===== src/rtl/noise_estimation_pkg.sv =====
// Shared state encoding and width derivations for the block-variance noise estimator.
package noise_estimation_pkg;

  typedef enum logic [2:0] {
    IDLE,
    COLLECT,
    BLK_VAR,
    ACCUM,
    DIVIDE,
    DONE
  } state_t;

  localparam int CNT_W     = 32;
  localparam int DIV_ITERS = 32;

  function automatic int log2n(input int n);
    int r;
    r = 0;
    for (int i = 0; i < 31; i++) begin
      if ((1 << i) < n) r = i + 1;
    end
    return r;
  endfunction

  function automatic int sum_w(input int dw, input int n);
    return dw + log2n(n);
  endfunction

  function automatic int sq_w(input int dw, input int n);
    return 2 * dw + log2n(n);
  endfunction

  function automatic int acc_w(input int dw);
    return 2 * dw + CNT_W;
  endfunction

endpackage


===== src/rtl/noise_div.sv =====
// Restoring divider, fixed 32 iterations; the first iteration happens on the start edge.
// Assumes the quotient fits in 32 bits, so the dividend bits above bit 31 seed the remainder.
module noise_div
  import noise_estimation_pkg::*;
#(
  parameter int DIVIDEND_W = 48,
  parameter int QUOT_W     = 16
) (
  input  logic                  clk,
  input  logic                  rst_n,
  input  logic                  start,
  input  logic [DIVIDEND_W-1:0] dividend,
  input  logic [31:0]           divisor,
  output logic                  busy,
  output logic                  done,
  output logic [QUOT_W-1:0]     quotient
);

  logic [31:0] rem, lo, dvs;
  logic [31:0] rem_src, lo_src, dvs_src;
  logic [4:0]  iter;
  logic [32:0] step;

  function automatic logic [32:0] div_step(input logic [31:0] r, input logic b,
                                           input logic [31:0] d);
    logic [32:0] t;
    t = {r, b};
    if (t >= {1'b0, d}) div_step = {1'b1, 32'(t - {1'b0, d})};
    else                div_step = {1'b0, t[31:0]};
  endfunction

  // lo shifts dividend bits out of the top and quotient bits in at the bottom
  assign rem_src  = start ? 32'(dividend >> 32) : rem;
  assign lo_src   = start ? dividend[31:0] : lo;
  assign dvs_src  = start ? divisor : dvs;
  assign step     = div_step(rem_src, lo_src[31], dvs_src);
  assign quotient = lo[QUOT_W-1:0];

  always_ff @(posedge clk) begin
    if (rst_n) begin
      rem  <= '0;
      lo   <= '0;
      dvs  <= '0;
      iter <= '0;
      busy <= 1'b0;
      done <= 1'b0;
    end else begin
      done <= 1'b0;
      if (start || busy) begin
        rem <= step[31:0];
        lo  <= {lo_src[30:0], step[32]};
      end
      if (start) begin
        dvs  <= divisor;
        iter <= 5'd1;
        busy <= 1'b1;
      end else if (busy) begin
        iter <= iter + 5'd1;
        if (iter == 5'(DIV_ITERS - 1)) begin
          busy <= 1'b0;
          done <= 1'b1;
        end
      end
    end
  end

endmodule


===== src/rtl/noise_estimation.sv =====
// Frame noise estimator: per-block variance, then frame average (or minimum when
// NOISE_EST_MIN_EN is defined, which also removes the divider).
module noise_estimation
  import noise_estimation_pkg::*;
#(
  parameter int DATA_WIDTH    = 8,
  parameter int TOTAL_SAMPLES = 4
) (
  input  logic                    clk,
  input  logic                    rst_n,
  input  logic                    start_of_frame,
  input  logic                    start_data,
  input  logic [DATA_WIDTH-1:0]   data_in,
  input  logic [31:0]             blocks_per_frame,
  output logic [2*DATA_WIDTH-1:0] estimated_noise,
  output logic                    estimated_noise_ready
);

  localparam int LOG2N  = log2n(TOTAL_SAMPLES);
  localparam int SUM_W  = sum_w(DATA_WIDTH, TOTAL_SAMPLES);
  localparam int SQ_W   = sq_w(DATA_WIDTH, TOTAL_SAMPLES);
  localparam int ACC_W  = acc_w(DATA_WIDTH);
  localparam int OUT_W  = 2 * DATA_WIDTH;
  localparam int PROD_W = 2 * DATA_WIDTH + 2 * LOG2N;

  state_t           state, state_nxt;
  logic             blk_start, frame_clr, last_smp;
  logic [LOG2N-1:0] smp_cnt;
  logic [SUM_W-1:0] s_acc;
  logic [SQ_W-1:0]  q_acc, data_sq;
  logic [OUT_W-1:0] v_blk_p1;
  logic [CNT_W-1:0] blk_cnt, blk_cnt_inc, blk_target;
`ifdef NOISE_EST_MIN_EN
  logic [OUT_W-1:0] min_v, min_nxt;
`else
  logic [ACC_W-1:0] frame_acc, frame_sum;
  logic             div_start, div_busy, div_done;
  logic [OUT_W-1:0] div_quot;
`endif

  // Population variance scaled by N^2, then divided back down; always non-negative
  function automatic logic [OUT_W-1:0] blk_var(input logic [SUM_W-1:0] s,
                                               input logic [SQ_W-1:0] q);
    logic [PROD_W-1:0] nq, s2, diff;
    nq   = PROD_W'(q) << LOG2N;
    s2   = PROD_W'(s) * PROD_W'(s);
    diff = nq - s2;
    return OUT_W'(diff >> (2 * LOG2N));
  endfunction

  assign data_sq     = SQ_W'(data_in) * SQ_W'(data_in);
  assign last_smp    = (smp_cnt == LOG2N'(TOTAL_SAMPLES - 1));
  assign blk_cnt_inc = blk_cnt + CNT_W'(1);
`ifdef NOISE_EST_MIN_EN
  assign min_nxt = ((blk_cnt == '0) || (v_blk_p1 < min_v)) ? v_blk_p1 : min_v;
`else
  assign frame_sum = frame_acc + ACC_W'(v_blk_p1);
`endif
  assign estimated_noise_ready = (state == DONE);

  always_ff @(posedge clk) begin
    if (rst_n) state <= IDLE;
    else       state <= state_nxt;
  end

  always_comb begin
    state_nxt = state;
    blk_start = 1'b0;
    frame_clr = 1'b0;
`ifndef NOISE_EST_MIN_EN
    div_start = 1'b0;
`endif
    case (state)
      IDLE: begin
        if (start_data) begin
          state_nxt = COLLECT;
          blk_start = 1'b1;
          frame_clr = start_of_frame;
        end
      end
      COLLECT: if (last_smp) state_nxt = BLK_VAR;
      BLK_VAR: state_nxt = ACCUM;
      ACCUM: begin
        if (blk_cnt_inc < blk_target) begin
          state_nxt = IDLE;
        end else begin
`ifdef NOISE_EST_MIN_EN
          state_nxt = DONE;
`else
          state_nxt = DIVIDE;
          div_start = 1'b1;
`endif
        end
      end
`ifdef NOISE_EST_MIN_EN
      DIVIDE: state_nxt = IDLE;
`else
      DIVIDE: begin
        // a new frame aborts the running division; its sample 0 is taken now
        if (start_data && start_of_frame) begin
          state_nxt = COLLECT;
          blk_start = 1'b1;
          frame_clr = 1'b1;
        end else if (!div_busy) begin
          state_nxt = DONE;
        end
      end
`endif
      DONE:    state_nxt = IDLE;
      default: state_nxt = IDLE;
    endcase
  end

  always_ff @(posedge clk) begin
    if (rst_n) begin
      smp_cnt         <= '0;
      s_acc           <= '0;
      q_acc           <= '0;
      v_blk_p1        <= '0;
      blk_cnt         <= '0;
      blk_target      <= CNT_W'(1);
      estimated_noise <= '0;
`ifdef NOISE_EST_MIN_EN
      min_v           <= '0;
`else
      frame_acc       <= '0;
`endif
    end else begin
      // collect stage: running sum and sum of squares
      if (blk_start) begin
        smp_cnt <= LOG2N'(1);
        s_acc   <= SUM_W'(data_in);
        q_acc   <= data_sq;
      end else if (state == COLLECT) begin
        smp_cnt <= smp_cnt + LOG2N'(1);
        s_acc   <= s_acc + SUM_W'(data_in);
        q_acc   <= q_acc + data_sq;
      end
      // block variance stage
      if (state == BLK_VAR) v_blk_p1 <= blk_var(s_acc, q_acc);
      // frame accumulation stage
      if (frame_clr) begin
        blk_cnt    <= '0;
        blk_target <= (blocks_per_frame == '0) ? CNT_W'(1) : blocks_per_frame;
`ifdef NOISE_EST_MIN_EN
        min_v      <= '0;
`else
        frame_acc  <= '0;
`endif
      end else if (state == ACCUM) begin
        blk_cnt   <= blk_cnt_inc;
`ifdef NOISE_EST_MIN_EN
        min_v     <= min_nxt;
`else
        frame_acc <= frame_sum;
`endif
      end else if (state == DONE) begin
        blk_cnt   <= '0;
`ifdef NOISE_EST_MIN_EN
        min_v     <= '0;
`else
        frame_acc <= '0;
`endif
      end
`ifdef NOISE_EST_MIN_EN
      if ((state == ACCUM) && (state_nxt == DONE)) estimated_noise <= min_nxt;
`else
      if ((state == DIVIDE) && div_done && !frame_clr) estimated_noise <= div_quot;
`endif
    end
  end

`ifndef NOISE_EST_MIN_EN
  noise_div #(
    .DIVIDEND_W(ACC_W),
    .QUOT_W    (OUT_W)
  ) u_div (
    .clk     (clk),
    .rst_n   (rst_n),
    .start   (div_start),
    .dividend(frame_sum),
    .divisor (blk_target),
    .busy    (div_busy),
    .done    (div_done),
    .quotient(div_quot)
  );
`endif

endmodule


===== config.mk =====
export PLATFORM = sky130hd
export DESIGN_NAME = noise_estimation
export DESIGN_NICKNAME = d
export VERILOG_FILES = /design/src/rtl/noise_estimation_pkg.sv /design/src/rtl/noise_div.sv /design/src/rtl/noise_estimation.sv
export SDC_FILE = /design/constraint.sdc
export NUM_CORES = 1
export LEC_CHECK = 0
export CORE_MARGIN = 2
export CORE_UTILIZATION = 55
export DETAILED_ROUTE_END_ITERATION = 12
export DONT_BUFFER_PORTS = 1
export GPL_TIMING_DRIVEN = 0
export PLACE_DENSITY = 0.77
export SLEW_MARGIN = 10
export SYNTH_ARGS = -nofsm -noshare
export SYNTH_HDL_FRONTEND = slang
export SYNTH_SLANG_ARGS = --single-unit

===== constraint.sdc =====
create_clock -name clk -period 9 [get_ports clk]
set_input_delay 2.25 -clock clk [delete_from_list [all_inputs] [get_ports clk]]
set_output_delay 2.25 -clock clk [all_outputs]
set_load 0.005 [all_outputs]

Word level (Yosys, flattened, before mapping)
Index checks and enable logic that the tools add are counted.
- register bits after elaboration: 280
- output and inout bits: 17
- word-level logic and storage cells: 91
- equal/unequal tests: 10
- reduce and logical (&&, ||, !) cells: 15
- $mul: 2
- bitwise gates (word level): 1
- magnitude comparators: 2
- add/subtract/negate cells: 8
- multiplexer cells: 34
- operator list (operator ; number):
    $mux W32 ; 6
    $mux W48 ; 2
    $add A48 B16 Y48 ; 1
    $ge A33 B32 Y1 ; 1
    $mux W33 ; 1
    $add A32 B1 Y32 const B ; 1
    $logic_not A32 Y1 ; 1
    $lt A32 B32 Y1 ; 1
    $mux W16 ; 2
    $sub A32 B32 Y32 ; 1
    $mul A10 B10 Y20 ; 1
    $sub A20 B20 Y20 ; 1
    $add A18 B16 Y18 ; 1
    $mul A8 B8 Y16 ; 1
    $mux W8 ; 2
    $mux W3 ; 5
    $pmux W3 S5 ; 1
    $mux W1 ; 13
    $add A10 B8 Y10 ; 1
    $eq A3 B2 Y1 const B ; 2
    $eq A3 B3 Y1 const B ; 2
    $reduce_bool A2 Y1 ; 3
    $reduce_or A2 Y1 ; 3
    $add A5 B1 Y5 const B ; 1
    other kinds (14) ; 18

Depth between registers and ports, before layout
- word-level depth: 7
- mapped depth: 31

By module
A second synthesis with hierarchy kept.
- cells, all modules: 2648
- area total of the unflattened synthesis: 21712.1 sq um
- by module, submodules not included (module ; cells an instance ; seq. area each (sq um) ; times used ; area an instance (sq um)):
    noise_estimation ; 1862 ; 3543.4 ; 1 ; 15248.4
    noise_div ; 786 ; 2062.0 ; 1 ; 6463.7

Worst setup path after synthesis
OpenSTA, ideal clock, no wires.
- path kind: input port to flip-flop
- from: input port data_in[6]
- to: register q_acc[17]
- library setup time: 0.074 ns
- buffers on the path: 1
- setup slack: 1.411 ns
- arrival time: 7.514 ns
- required time: 8.926 ns
- cell stages on the path: 23
- path through: clkbuf_1 nand2_1 inv_1 fa_1 inv_1 fa_1 fa_1 fa_1 inv_1 ha_1 a21o_1 a31o_2 a41oi_1 nor2b_1 xnor2_1 ha_1 nand3_1 o311ai_0 a21o_1 a21o_1 a21oi_1 or3_1 a21oi_1
- cells in the longest elaborated chain, start to end: 2
- ends and longest elaborated chain (item ; line ; text):
    start: declaration ; noise_estimation.sv:13 ; input logic [DATA_WIDTH-1:0] data_in,
    $mul A8 B8 Y16 ; noise_estimation.sv:51 ; assign data_sq = SQ_W'(data_in) * SQ_W'(data_in);
    $add A18 B16 Y18 ; noise_estimation.sv:137 ; q_acc <= q_acc + data_sq;
    end signal: assignment ; noise_estimation.sv:133 ; q_acc <= data_sq;
    end signal: assignment ; noise_estimation.sv:137 ;
    end: declaration ; noise_estimation.sv:30 ; logic [SQ_W-1:0] q_acc, data_sq;
Every way passes these cells.
A chain may end at the register's enable or synchronous reset.

Worst setup path in the final report
- from: register blk_cnt[0]
- to: register u_div.rem[26]
- cells in the longest elaborated chain, start to end: 7
- elaborated cells between the ends (all ways): 11
- classes of those cells: add/sub: 2; order compare: 2; mux: 6; reduce/logical: 1
- ends and longest elaborated chain (item ; line ; text):
    start: declaration ; noise_estimation.sv:32 ; logic [CNT_W-1:0] blk_cnt, blk_cnt_inc, blk_target;
    start signal: assignment ; noise_estimation.sv:151 ; blk_cnt <= blk_cnt_inc;
    $add A32 B1 Y32 (*) ; noise_estimation.sv:53 ; assign blk_cnt_inc = blk_cnt + CNT_W'(1);
    $lt A32 B32 Y1 (*) ; noise_estimation.sv:84 ; if (blk_cnt_inc < blk_target) begin
    $mux W1 (*) ; noise_estimation.sv:84 ;
    $mux W1 (*) ; noise_estimation.sv:73 ; case (state)
    $mux W32 (on tied branches) ; n/a ;
    $sub A32 B32 Y32 or $ge A33 B32 Y1 (tied branches) ; noise_div.sv:28 ; if (t >= {1'b0, d}) div_step = {1'b1, 32'(t - {1'b0, d})};
    $mux W33 ; noise_div.sv:28 ;
    end signal: assignment ; noise_div.sv:50 ; rem <= step[31:0];
    end: declaration ; noise_div.sv:19 ; logic [31:0] rem, lo, dvs;
Mark *: on every way between the ends. The rest lies on a longest branch, timed or not.

==> metrics <==
run status=finished clean; fraction of layout cells with a size suffix above 1=0.03811; Tot Pwr=about 4.6 mW; initial core utilization=0.5543; GRT Overall Usage=0.3074; via count=~20k; sequential area share after synthesis=0.2629; routed wire length=roughly 63000 um; Top-Level Pins=between 60 and 70; HPWL after DPL=48690 um; DRT iter0 DRCs=roughly 1.5k; CTS tree=done; slowest stage delay, CP=between 400 and 500 ps; #FFs+latches synth=280; gate count of the mapped netlist=2647; clk root buf=clkbuf_16; Post-DP Area=0.02197 mm^2; largest net degree at the start of global routing=16; number of global-route vias before repair=~19k; clock slew at reported path FFs=roughly 60 ps; I/O Buffers=0; min-delay worst type=register to register; clock buffer depth=3; relative slew slack=0.07723; Cell Count, Final, Fillers Out=approximately 3.2k; Final Setup Violations=0; Clock Skews=24.58 ps; CTS Sinks=between 200 and 300; # DRC=0; Design Area, Final=0.02310 mm^2; leading area contributor after synthesis=dfxtp_1; Slew @ Worst Pin=~1400 ps; Synth Net Count=between 2k and 3k; critical path class=register to register; filler instances=approximately 3.5k; PD cells=~200 mW/mm^2; FMAX=around 120 MHz; drt pass-1 iters=6; Antenna Cells=0; htree depth=1; NumNets Final=~3.0k; critical path data required time=~9500 ps; Avg Inst Size Synth=a little over 8 um^2; first-pass GRT wire length=~100000 um; row count=72; arrival time worst endpoint=~9000 ps; clock latency on the worst-skew pair=590 ps; Synth Cell Area=~0.021 mm^2; DIE AREA=approximately 0.04 mm^2; drt wl/cell=roughly 20 um; final worst path period need=8536 ps; Synthesis Warnings=0; crit-path max FO=10; CTS Buf Count=31; most used cell, CP=ha_1; fin crit share=0.9484; RSZ-0062 raised after global routing=true; Routed Antenna Nets=0; Area contributors post-synth=dfxtp_1, ha_1, fa_1, nand2_1, nor2_1; asr flop ratio synth=0; core region area=between 0.03 and 0.04 mm^2; initial antenna violation count=0; worst-case vdd ir drop=0.0005258 V; leakage power=between 9 and 10 nW; final hold vios=0; number of flops mapped to enable cells by yosys=0; Placed Cells=3165; number of vias per cell=roughly 6.1; Slew Limit Fails=0; Area Growth Syn to Fin=8.315%; CP Capture Type=register; Die Wd=200.9 um; startpoint types=register; Die Y=between 200 and 250 um; prevailing post-synth register cell=dfxtp_1; Final GP Congestion=0.9244; max_cap viols=0; GRT overflow=0; Unique masters post-synth=76; Synth top area share=0.2629; critical path's slowest cell=nor4_4
==> through the flow <==
step | hold slack, ps | utilization | setup slack [ps] | TNS, ps
CTS | 466.7 | 0.5996 | 185.9 | 0
global route | 483.0 | 0.6004 | -76.50 | -125.5
floorplan | 436.2 | - | 1411 | 0
finish | 466.4 | 0.6004 | 464.2 | 0
detailed placement | 458.8 | 0.5712 | -284.2 | -928.1
global placement | 448.3 | 0.5712 | -240.5 | -498.1
==> state kept, by name, indices dropped and copies added, names as in the netlist <==
name and count:
smp_cnt 2, estimated_noise 16, q_acc 18, u_div.busy 1, s_acc 10, state 3
blk_cnt 32, u_div.iter 5, v_blk_p1 16, blk_target 32, u_div.done 1, frame_acc 48
u_div.lo 32, u_div.rem 32, u_div.dvs 32
==> worst paths after layout <==
| path | start | end | slack (ps) | depth (start not counted) |
|---|---|---|---|---|
| max reg2reg | blk_cnt[0]$_SDFFE_PP0P_ | u_div.rem[26]$_SDFFE_PP0P_ | 460 | 31 |
| min reg2reg | v_blk_p1[2]$_SDFFE_PP0P_ | v_blk_p1[2]$_SDFFE_PP0P_ | 470 | 2 |
| min | v_blk_p1[2]$_SDFFE_PP0P_ | v_blk_p1[2]$_SDFFE_PP0P_ | 470 | 2 |
| max | blk_cnt[0]$_SDFFE_PP0P_ | u_div.rem[26]$_SDFFE_PP0P_ | 460 | 31 |
==> metal layers <==
metal	GRT usage	wire length (um)	up-vias
met3	0.03750	4840	152
met2	0.5210	29700	805
met5	0	0	-
li1	-	-	9218
met4	0.1153	2277	0
met1	0.4016	26570	9428
==> critical path: cells and delay by family (launching register included) <==
kind / cells / cell delay, ps
XOR/XNOR: 1 / 250
AND/OR/NAND/NOR: 10 / 2100
flip-flops: 1 / 410
buffers and inverters: 4 / 1210
AO/OA/AOI/OAI: 12 / 3470
adder cells (fa/ha/maj): 4 / 980
==> Yosys cell counts, types with 44 or more instances <==
master    instances
fa_1             95
a211oi_1         53
xor2_1           60
clkbuf_1        107
a22oi_1          53
o21ai_0         122
nand2_1         297
a21oi_1         198
ha_1            190
nand3_1          65
xnor2_1          87
inv_1           223
dfxtp_1         280
mux2i_1          64
nor2_1          277
a21o_1           44
==> logic make-up after synthesis <==
logic type	share of synthesized area
simple gates	0.1843
compound gates	0.1955
buf+inv	0.06414
fa+ha+maj	0.2007
flops	0.2629
xor+xnor	0.06038
mux	0.03216
==> power by group <==
| part | total, mW | internal (mW) | switching, mW |
|---|---|---|---|
| registers | 1.32 | 1.28 | 0.0498 |
| logic | 1.86 | 0.791 | 1.06 |
| clock network | 1.38 | 0.824 | 0.554 |
==> layout by cell type, fill, tap and decap left out, types with 87 or more instances in the layout <==
master and instances:
nand2_1 297, inv_1 223, dfxtp_1 280, clkbuf_1 107
ha_1 190, fa_1 95, xnor2_1 87, a21oi_1 197
o21ai_0 122, nor2_1 277
==> cell type report <==
class                           count  area, um^2  area share
Tap cell                          518       648.1     0.02806
Buffer                            130       534.3     0.02313
Clock inverter                     14       206.4    0.008939
Sequential cell                   280        5605      0.2427
Multi-Input combinational cell   2013       14380      0.6228
Clock buffer                       42       877.1     0.03798
Inverter                          224       840.8     0.03640
==> timing repair <==
item	CTS	global route
hold buffers	0	0
gates resized for setup	2	14
hold endpoints to repair	0	0
setup endpoints to repair	8	33
setup buffers	0	0
(Power assumes the default switching activity.)
